### config.mk
export PLATFORM = sky130hd
export DESIGN_NAME = alu_seq
export DESIGN_NICKNAME = d
export VERILOG_FILES = /design/src/rtl/alu_pkg.sv /design/src/rtl/alu_divider.sv /design/src/rtl/alu_seq.sv
export SDC_FILE = /design/constraint.sdc
export NUM_CORES = 2
export LEC_CHECK = 0
export BUFFER_PORTS_ARGS = -buffer_cell sky130_fd_sc_hd__buf_2
export CORE_ASPECT_RATIO = 0.75
export CORE_MARGIN = 2
export CORE_UTILIZATION = 65
export CTS_CLUSTER_DIAMETER = 40
export DETAILED_ROUTE_END_ITERATION = 10
export PLACE_DENSITY = 0.85
export SLEW_MARGIN = 0
export SYNTH_ARGS = -nofsm -noshare
export SYNTH_HDL_FRONTEND = slang
export SYNTH_HIERARCHICAL = 1
export SYNTH_SLANG_ARGS = --single-unit
### constraint.sdc
create_clock -name clk -period 9.8 [get_ports clk]
set_input_delay 0.49 -clock clk [delete_from_list [all_inputs] [get_ports clk]]
set_output_delay 0.49 -clock clk [all_outputs]
set_load 0.02 [all_outputs]
### src/rtl/alu_pkg.sv
// rtl/alu_pkg.sv - shared opcodes, FSM states and helper types for the sequential ALU
//
// Purpose : opcode constants, the controller state enum, the saturating
//           operand-count type and an opcode-recognition helper.
// Ports   : none (package).
package alu_pkg;

  localparam logic [7:0] OP_ECHO = 8'hEC;
  localparam logic [7:0] OP_ADD  = 8'hAD;
  localparam logic [7:0] OP_MUL  = 8'hAC;
  localparam logic [7:0] OP_DIV  = 8'hD1;

  typedef enum logic [1:0] {
    ST_IDLE    = 2'd0,
    ST_COLLECT = 2'd1,
    ST_DIVIDE  = 2'd2,
    ST_RESULT  = 2'd3
  } alu_state_e;

  // Operand count; saturates at 3, which only means "more than two".
  typedef logic [1:0] op_count_t;

  function automatic logic op_known(input logic [7:0] op);
    return (op == OP_ECHO) || (op == OP_ADD) || (op == OP_MUL) || (op == OP_DIV);
  endfunction

endpackage

### src/rtl/alu_divider.sv
// rtl/alu_divider.sv - iterative restoring divider, one quotient bit per cycle
//
// Purpose : unsigned restoring division with a fixed WIDTH-iteration latency.
//           The first iteration is performed on the start edge, so done is a
//           one-cycle pulse in the WIDTH-th cycle after start. Divide-by-zero
//           is not handled here; the parent never starts with a zero divisor.
// Ports   : clk, rst (async, active high)
//           start            - load operands and begin
//           dividend,divisor - operands, sampled when start is high
//           done             - one-cycle pulse, quotient/remainder final
//           quotient,remainder
module alu_divider #(
  parameter int WIDTH = 32
) (
  input  logic             clk,
  input  logic             rst,
  input  logic             start,
  input  logic [WIDTH-1:0] dividend,
  input  logic [WIDTH-1:0] divisor,
  output logic             done,
  output logic [WIDTH-1:0] quotient,
  output logic [WIDTH-1:0] remainder
);

  localparam int CW = (WIDTH > 2) ? $clog2(WIDTH) : 1;

  logic [WIDTH-1:0] rem_q, quo_q, div_q;
  logic [CW-1:0]    cnt_q;
  logic             busy_q;

  logic [WIDTH-1:0] src_rem, src_quo, src_div;
  logic [WIDTH:0]   trial;
  logic [WIDTH-1:0] step_rem, step_quo;

  // One restoring step. The borrow out of the (WIDTH+1)-bit trial subtraction
  // tells whether the divisor fits into the shifted partial remainder.
  always_comb begin
    src_rem = start ? '0       : rem_q;
    src_quo = start ? dividend : quo_q;
    src_div = start ? divisor  : div_q;
    trial    = {src_rem, src_quo[WIDTH-1]} - {1'b0, src_div};
    step_rem = trial[WIDTH] ? {src_rem[WIDTH-2:0], src_quo[WIDTH-1]} : trial[WIDTH-1:0];
    step_quo = {src_quo[WIDTH-2:0], ~trial[WIDTH]};
  end

  always_ff @(posedge clk or posedge rst) begin
    if (rst) begin
      rem_q  <= '0;
      quo_q  <= '0;
      div_q  <= '0;
      cnt_q  <= '0;
      busy_q <= 1'b0;
      done   <= 1'b0;
    end else begin
      done <= 1'b0;
      if (start) begin
        rem_q  <= step_rem;
        quo_q  <= step_quo;
        div_q  <= divisor;
        cnt_q  <= CW'(1);
        busy_q <= 1'b1;
      end else if (busy_q) begin
        rem_q <= step_rem;
        quo_q <= step_quo;
        if (cnt_q == CW'(WIDTH - 1)) begin
          busy_q <= 1'b0;
          done   <= 1'b1;
        end else begin
          cnt_q <= cnt_q + CW'(1);
        end
      end
    end
  end

  assign quotient  = quo_q;
  assign remainder = rem_q;

endmodule

### src/rtl/alu_seq.sv
// rtl/alu_seq.sv - sequential ALU: opcode, operand stream, one result per command
//
// Purpose : collects an operand stream for ECHO/ADD/MUL (accumulated on the
//           fly) or DIV (dividend + divisor, then iterative divide) and
//           presents one result with flags on a valid/ready handshake.
// Ports   : clk, rst (async, active high)
//           start_i, opcode_i                     - command start (IDLE only)
//           operand_valid_i/ready_o/_i/last_i     - operand stream
//           result_valid_o, result_ready_i        - result handshake
//           result_o, rem_o, ovf_o, err_o         - result payload and flags
//           busy_o                                - not IDLE
module alu_seq #(
  parameter int WIDTH = 32
) (
  input  logic             clk,
  input  logic             rst,
  input  logic             start_i,
  input  logic [7:0]       opcode_i,
  input  logic             operand_valid_i,
  output logic             operand_ready_o,
  input  logic [WIDTH-1:0] operand_i,
  input  logic             operand_last_i,
  output logic             result_valid_o,
  input  logic             result_ready_i,
  output logic [WIDTH-1:0] result_o,
  output logic [WIDTH-1:0] rem_o,
  output logic             ovf_o,
  output logic             err_o,
  output logic             busy_o
);

  import alu_pkg::*;

  alu_state_e       state_q;
  logic [7:0]       opcode_q;
  logic [WIDTH-1:0] acc_q;      // accumulator; holds the dividend for DIV
  op_count_t        cnt_q;
  logic             ovf_q, err_q;

  logic             accept;
  logic [WIDTH:0]   sum;
  logic [2*WIDTH-1:0] prod;
  logic [WIDTH-1:0] acc_next;
  logic             ovf_next;
  op_count_t        cnt_next;
  logic             div_start;
  logic             div_done;
  logic [WIDTH-1:0] div_quo, div_rem;

  always_comb begin
    accept   = (state_q == ST_COLLECT) && operand_valid_i;
    sum      = {1'b0, acc_q} + {1'b0, operand_i};
    prod     = {{WIDTH{1'b0}}, acc_q} * {{WIDTH{1'b0}}, operand_i};
    acc_next = acc_q;
    ovf_next = ovf_q;
    cnt_next = (cnt_q == 2'd3) ? cnt_q : cnt_q + 2'd1;
    case (opcode_q)
      OP_ECHO: acc_next = operand_i;
      OP_ADD: begin
        acc_next = sum[WIDTH-1:0];
        ovf_next = ovf_q | sum[WIDTH];
      end
      OP_MUL: begin
        acc_next = prod[WIDTH-1:0];
        ovf_next = ovf_q | (|prod[2*WIDTH-1:WIDTH]);
      end
      OP_DIV: if (cnt_q == 2'd0) acc_next = operand_i;
      default: ;
    endcase
    // The divisor is never stored here: a valid DIV always ends on its second
    // operand, so the divider takes it straight from the operand bus.
    div_start = accept && operand_last_i && (opcode_q == OP_DIV) &&
                (cnt_next == 2'd2) && (operand_i != '0);
  end

  alu_divider #(.WIDTH(WIDTH)) u_divider (
    .clk       (clk),
    .rst       (rst),
    .start     (div_start),
    .dividend  (acc_q),
    .divisor   (operand_i),
    .done      (div_done),
    .quotient  (div_quo),
    .remainder (div_rem)
  );

  always_ff @(posedge clk or posedge rst) begin
    if (rst) begin
      state_q  <= ST_IDLE;
      opcode_q <= '0;
      acc_q    <= '0;
      cnt_q    <= '0;
      ovf_q    <= 1'b0;
      err_q    <= 1'b0;
      result_o <= '0;
      rem_o    <= '0;
    end else begin
      case (state_q)
        ST_IDLE: begin
          if (start_i) begin
            state_q  <= ST_COLLECT;
            opcode_q <= opcode_i;
            acc_q    <= (opcode_i == OP_MUL) ? WIDTH'(1) : '0;
            cnt_q    <= '0;
            ovf_q    <= 1'b0;
            err_q    <= 1'b0;
          end
        end
        ST_COLLECT: begin
          if (accept) begin
            acc_q <= acc_next;
            ovf_q <= ovf_next;
            cnt_q <= cnt_next;
            if (operand_last_i) begin
              if (opcode_q == OP_DIV) begin
                if (cnt_next != 2'd2) begin
                  result_o <= '0;
                  rem_o    <= '0;
                  err_q    <= 1'b1;
                  state_q  <= ST_RESULT;
                end else if (operand_i == '0) begin
                  result_o <= '1;
                  rem_o    <= acc_q;
                  err_q    <= 1'b1;
                  state_q  <= ST_RESULT;
                end else begin
                  state_q  <= ST_DIVIDE;
                end
              end else begin
                result_o <= op_known(opcode_q) ? acc_next : '0;
                rem_o    <= '0;
                err_q    <= ~op_known(opcode_q);
                state_q  <= ST_RESULT;
              end
            end
          end
        end
        ST_DIVIDE: begin
          if (div_done) begin
            result_o <= div_quo;
            rem_o    <= div_rem;
            state_q  <= ST_RESULT;
          end
        end
        ST_RESULT: begin
          if (result_ready_i) state_q <= ST_IDLE;
        end
        default: state_q <= ST_IDLE;
      endcase
    end
  end

  assign operand_ready_o = (state_q == ST_COLLECT);
  assign result_valid_o  = (state_q == ST_RESULT);
  assign busy_o          = (state_q != ST_IDLE);
  assign ovf_o           = ovf_q;
  assign err_o           = err_q;

endmodule
=== Word level (Yosys, flattened, before mapping) ===
Cells that the tools add are included.

* Latch bits: 0
* Input port bits: 46
* Output and inout bits: 69
* RAM bits: 0
* Bits in read-only memories: 0
* Memories: 0
* Bits in registers: 213

* Multipliers: 1
* Div/mod/pow operators: 0
* Reductions and logical operators: 24
* Add/subtract/negate cells: 4
* Bitwise operators: 4
* Shifts and indexed selects: 0
* Muxes and demuxes: 61
* Order comparisons: 0
* Eq/ne operators: 20

{| class="wikitable"
|+ Operator list
! cell !! number
|-
| 32-bit two-way mux || 24
|-
| 32-bit one-hot mux with 2 select lines || 3
|-
| 32-bit one-hot mux with 4 select lines || 1
|-
| 32-bit by 32-bit multiplier with 64-bit output || 1
|-
| 8-bit == test, second input constant || 5
|-
| 32-bit by 32-bit adder with 33-bit output || 1
|-
| 33-bit by 32-bit subtractor with 33-bit output || 1
|-
| 32-bit zero test || 1
|-
| 32-bit nonzero test || 1
|-
| 32-bit OR reduction || 1
|-
| 2-bit two-way mux || 9
|-
| 1-bit two-way mux || 16
|-
| 5-bit two-way mux || 3
|-
| 5-bit AND reduction || 3
|-
| 2-bit by 1-bit inequality test with 1-bit output, second input constant || 5
|-
| 2-bit == test, second input constant || 4
|-
| 2-bit one-hot mux with 4 select lines || 1
|-
| 2-bit nonzero test || 4
|-
| 1-bit one-hot mux with 2 select lines || 3
|-
| 5-bit by 1-bit adder with 5-bit output, second input constant || 1
|-
| 5-bit == test, second input constant || 1
|-
| 1-bit logical AND || 5
|-
| 2-bit zero test || 2
|-
| 2-bit inequality test, second input constant || 2
|-
| other kinds (11) || 16
|}

=== Depth between registers and ports, before layout ===
* Word-level depth: 11
* Mapped depth: 32
* Mapped depth without buffers: 29

=== Modules after synthesis ===
Netlist, hierarchy kept.

{| class="wikitable"
|+ Modules (own cells, without submodules)
! module !! times used !! cells each !! area an instance (um^2) !! seq. area each (um^2)
|-
| alu_seq || 1 || 4560 || 40930.5 || 2752.6
|-
| alu_divider || 1 || 731 || 6749.0 || 2577.5
|}

=== Least setup slack after synthesis ===
No wires, ideal clock.

* Path kind: in2reg
* From: input operand_i[8]
* To: register ovf_q (netlist: ovf_o)
* Slack: 2.028 ns
* Library setup time: 0.134 ns
* Required time: 9.666 ns
* Data arrival time: 7.638 ns
* Stages on the path: 28
* Cells stage by stage: clkbuf_1 > nand2_1 > fa_1 > inv_1 > fa_1 > inv_1 > fa_1 > inv_1 > fa_1 > inv_1 > fa_1 > fa_1 > fa_1 > fa_1 > inv_1 > ha_1 > clkbuf_1 > nand4_1 > nor4_1 > a22oi_1 > nor2_1 > a2111oi_4 > o31ai_2 > a21oi_4 > xnor2_1 > or4_1 > nor4_2 > a31oi_1

* Word-level cells in the longest chain between the ends: 6

{| class="wikitable"
|+ Ends and longest elaborated chain
! item !! line !! text
|-
| start, declared || alu_seq.sv:21 || <nowiki>input logic [WIDTH-1:0] operand_i,</nowiki>
|-
| 32-bit by 32-bit multiplier with 64-bit output || alu_seq.sv:53 || <nowiki>prod = {{WIDTH{1'b0}}, acc_q} * {{WIDTH{1'b0}}, operand_i};</nowiki>
|-
| 32-bit OR reduction || alu_seq.sv:65 || <nowiki>ovf_next = ovf_q | (|prod[2*WIDTH-1:WIDTH]);</nowiki>
|-
| 1-bit OR || alu_seq.sv:65 ||
|-
| 1-bit one-hot mux with 2 select lines * || alu_seq.sv:57 || <nowiki>case (opcode_q)</nowiki>
|-
| 1-bit two-way mux * || alu_seq.sv:110 || <nowiki>if (accept) begin</nowiki>
|-
| 1-bit one-hot mux with 2 select lines * || alu_seq.sv:98 || <nowiki>case (state_q)</nowiki>
|-
| end signal, assigned || alu_seq.sv:112 || <nowiki>ovf_q <= ovf_next;</nowiki>
|-
| end, declared || alu_seq.sv:38 || <nowiki>logic ovf_q, err_q;</nowiki>
|}

Every way passes the cells marked *; elsewhere a longest branch is shown, timed or not. The select of a mux whose other input is x is not followed.
A chain may end at the register's enable or synchronous reset.

=== Final worst setup path ===
* From: register acc_q[14]
* To: register ovf_q (netlist: ovf_o)

* Word-level cells in the longest chain between the ends: 6

{| class="wikitable"
|+ Ends and longest elaborated chain
! item !! line !! text
|-
| start, declared || alu_seq.sv:36 || <nowiki>logic [WIDTH-1:0] acc_q;</nowiki>
|-
| start signal, assigned || alu_seq.sv:103 || <nowiki>acc_q <= (opcode_i == OP_MUL) ? WIDTH'(1) : '0;</nowiki>
|-
| start signal, assigned || alu_seq.sv:111 || <nowiki>acc_q <= acc_next;</nowiki>
|-
| 32-bit by 32-bit multiplier with 64-bit output || alu_seq.sv:53 ||
|-
| 32-bit OR reduction || alu_seq.sv:65 ||
|-
| 1-bit OR || alu_seq.sv:65 ||
|-
| 1-bit one-hot mux with 2 select lines * || alu_seq.sv:57 ||
|-
| 1-bit two-way mux * || alu_seq.sv:110 ||
|-
| 1-bit one-hot mux with 2 select lines * || alu_seq.sv:98 ||
|}

Marked as above.

==> flow_summary.toml <==
[placement]
gp_congestion = 1.086
numPortBuffers = 114
dpl.hpwl_um = 121700
dp.cells = 6141

[timing]
maxSlewHeadroom = 0.1019
finalCriticalPeriod_ns = 9.194
setup_viol = 0
drv_slew = 0
rsz0062_at_grt = "false"
hold_slack_ns = 0.1477
finalHoldViolCount = 0
fmax_mhz = 108.8
clock_skew_ns = 0.02339
fin_setup_tns_ns = 0
period_share = 0.9381
tightest_slew_ns = 1.347

[grt]
grt_max_degree = 139
overflow = 0
antenna_found_initial = 8
grt_usage = 0.4239
grt_pass1_vias = 40760
grt_pass1_wl_um = 241500

[final_layout]
drive_gt1_frac = 0.06139
fillers = 5486
area_delta_synth_final_pct = 4.540
regArea_um2 = 5331
post_layout_nonfiller_instances = 6188
multi_input_area_um2 = 38100
fin_nets = 6489

[clocking]
ctsHoldBuffers = 1
post-cts-setup-buffer-count = 0
cts.clk_slew.worst_paths_ns = 0.07
cts_tree = "done"
htree_levels = 1
insertion_delay_ns = 0.60
cts_resized = 0
clk_path_buf_depth = 3
cts_num_sinks = 213
root_buffer = "clkbuf_16"
cts_buffers = 24

[critical_path]
path_max_fanout = 20
worstPathRequired_ns = 10.24
end_kind = "register"
worstSetupPathType = "reg2reg"
start_kind = "register"
worstPathArrival_ns = 9.64

[logic_synthesis]
synth_area_per_cell_um2 = 9.011
yosys.area_share.simple = 0.1825
synth_compound_area_frac = 0.1081
yosysSeqAreaShare = 0.1118
muxShareOfSynthArea = 0.02574
synth-xor-area-share = 0.01745
yosys-top-cells-area = "fa_1 38%, dfrtp_1 11%, ha_1 8.8%"
synthFlopType = "dfrtp_1"
synth_edf_count = 0
ys_warn_count = 6
synth_top_family_by_area = "adder cells"
synth_cell_types = 96
synthArstFlopShare = 1.000
netlist_area_um2 = 47680
synth_cells = 5291
yosysTopAreaCell = "fa_1"
synthAdderAreaFrac = 0.4645
ys_ff_latch = 213
synth_top_area_share = 0.3766
synth_nets = 6569

[die]
core_region_area_um2 = 72210
fp.dieW_um = 316.7
dieArea_um2 = 75560
initial_utilization = 0.6603
row_count = 85
fp.dieH_um = 238.6
io_pins = 115

[outcome]
outcome = "finished, final reports clean"

[route]
routedWlPerCell_um = 25.19
drtIter0Drc = 5481
wirelength_um = 155900
remaining_drc_errors = 0
vias = 39809
drtAntennaViolNets = 0
drt-vias-per-instance = 6.433
drtPass1Iterations = 11

[min_path]
hold_path.class = "in2reg"

[run]
cap_viol_max_count = 0

[pwr]
power.density_nw_per_um2 = 164.3
p_leak_nw = 22.46
ir_worst_vdd_v = 0.0002820
==> critical path: stages, from the launching register on <==
cell and delay [ns]:
dfrtp_1 1.01, buf_4 0.51, and2_1 0.21, fa_1 0.44, fa_1 0.56, inv_1 0.08
fa_1 0.52, fa_1 0.53, inv_1 0.07, fa_1 0.45, fa_1 0.48, fa_1 0.52
fa_1 0.43, ha_1 0.40, a21oi_1 0.26, o21ai_1 0.12, or4b_1 0.56, a21o_1 0.25
a21boi_2 0.27, o31ai_1 0.14, xor2_1 0.16, or4_1 0.57, nor4_2 0.36, a31oi_1 0.13
==> sequential cells by signal (all words and copies together), names as in the netlist, 2 cells and up <==
register and cells:
cnt_q 2, u_divider/div_q 32, opcode_q 8, result_o 32, acc_q 32, u_divider/quotient 32
u_divider/remainder 32, u_divider/cnt_q 5, rem_o 32, state_q 2
==> through the flow <==
stage | total power [mW] | area (um2) | worst slack (ns) | util
floorplan | 5.279 | 47680 | 2.028 | -
global placement | 6.837 | 49020 | 1.092 | 0.6789
detailed placement | 6.960 | 49020 | 0.9610 | 0.6789
CTS | 7.952 | 49840 | 0.9078 | 0.6902
global route | 8.707 | 49840 | 0.3939 | 0.6902
finish | 8.188 | 49840 | 0.6062 | 0.6902
==> path summary, 6_finish.rpt <==
| path | startpoint | end | slack (ns) | depth (start not counted) |
|---|---|---|---|---|
| setup / recovery | acc_q[14]$_DFFE_PP0P_ | ovf_o$_DFFE_PP0P_ | 0.61 | 23 |
| hold / removal | opcode_i[1] | opcode_q[1]$_DFFE_PP0P_ | 0.15 | 2 |
| setup reg to reg | acc_q[14]$_DFFE_PP0P_ | ovf_o$_DFFE_PP0P_ | 0.61 | 23 |
| hold reg to reg | rem_o[3]$_DFFE_PP0P_ | rem_o[3]$_DFFE_PP0P_ | 0.48 | 2 |
| max in group asynchronous | rst | ovf_o$_DFFE_PP0P_ | 7.85 | 4 |
| min in group asynchronous | rst | u_divider/cnt_q[1]$_DFFE_PP0P_ | 0.50 | 3 |
==> synthesized netlist by cell type, types with 13 or more instances <==
| cell | number |
|---|---|
| mux2i_1 | 108 |
| o221ai_1 | 14 |
| nor2_1 | 136 |
| dfrtp_1 | 213 |
| o21a_1 | 23 |
| fa_1 | 897 |
| nor2b_1 | 49 |
| a221oi_1 | 28 |
| nand2_1 | 677 |
| o21ai_1 | 22 |
| xnor2_1 | 57 |
| nand2b_1 | 41 |
| o211ai_1 | 33 |
| and3_1 | 16 |
| xor2_1 | 38 |
| nor3_1 | 36 |
| a31oi_1 | 22 |
| a21oi_1 | 209 |
| a221o_1 | 13 |
| nor4_1 | 20 |
| o21ai_0 | 186 |
| nand3_1 | 38 |
| inv_1 | 810 |
| o31ai_1 | 60 |
| and2_1 | 602 |
| ha_1 | 335 |
| nand4_1 | 37 |
| clkbuf_1 | 305 |
| a21o_1 | 48 |
==> placed cells by master (no fill, tap or decap), drive strengths merged, types with 22 or more instances in the layout <==
cell type	instances
nor3	37
a21oi	215
and2	602
nand4	37
o21ai	212
buf	216
a221oi	29
mux2i	108
a31oi	22
nor2b	49
o21a	25
nand3	39
xnor2	57
ha	335
clkbuf	31
nand2	677
o31ai	63
dfrtp	213
inv	812
nor2	139
nand2b	41
o211ai	42
fa	897
a21o	48
xor2	38
==> kinds of logic after synthesis <==
kind of cell             after synthesis
adder cells (fa/ha/maj)             1232
XOR/XNOR                              95
flip-flops                           213
AO/OA/AOI/OAI                        782
AND/OR/NAND/NOR                     1715
buffers and inverters               1133
multiplexers                         121
==> power by group <==
group / internal [mW] / total, mW / switching (mW)
logic: 2.06 / 5.79 / 3.74
clock network: 0.508 / 0.936 / 0.429
registers: 1.13 / 1.46 / 0.326
total: 3.70 / 8.19 / 4.49
==> cell type report <==
class | count | area share
diodes | 2 | 0.0001004
clock buffers | 31 | 0.01298
clock inverters | 13 | 0.003213
inverters | 810 | 0.06110
multi-input cells | 3945 | 0.7644
flip-flops and latches | 213 | 0.1070
well taps | 957 | 0.02402
repair buffers | 217 | 0.02726
==> routing by layer <==
| layer | share of wire | vias to the layer above | global-route usage | wire length [um] |
|---|---|---|---|---|
| li1 | - | 16590 | - | - |
| met1 | 0.39 | 19719 | 0.5972 | 60700 |
| met2 | 0.40 | 2892 | 0.5908 | 63000 |
| met3 | 0.15 | 596 | 0.1613 | 24150 |
| met4 | 0.051 | 12 | 0.1688 | 7900 |
| met5 | 0.00087 | - | 0.002597 | 135 |
Note: power is estimated with default switching activity, not from simulation.
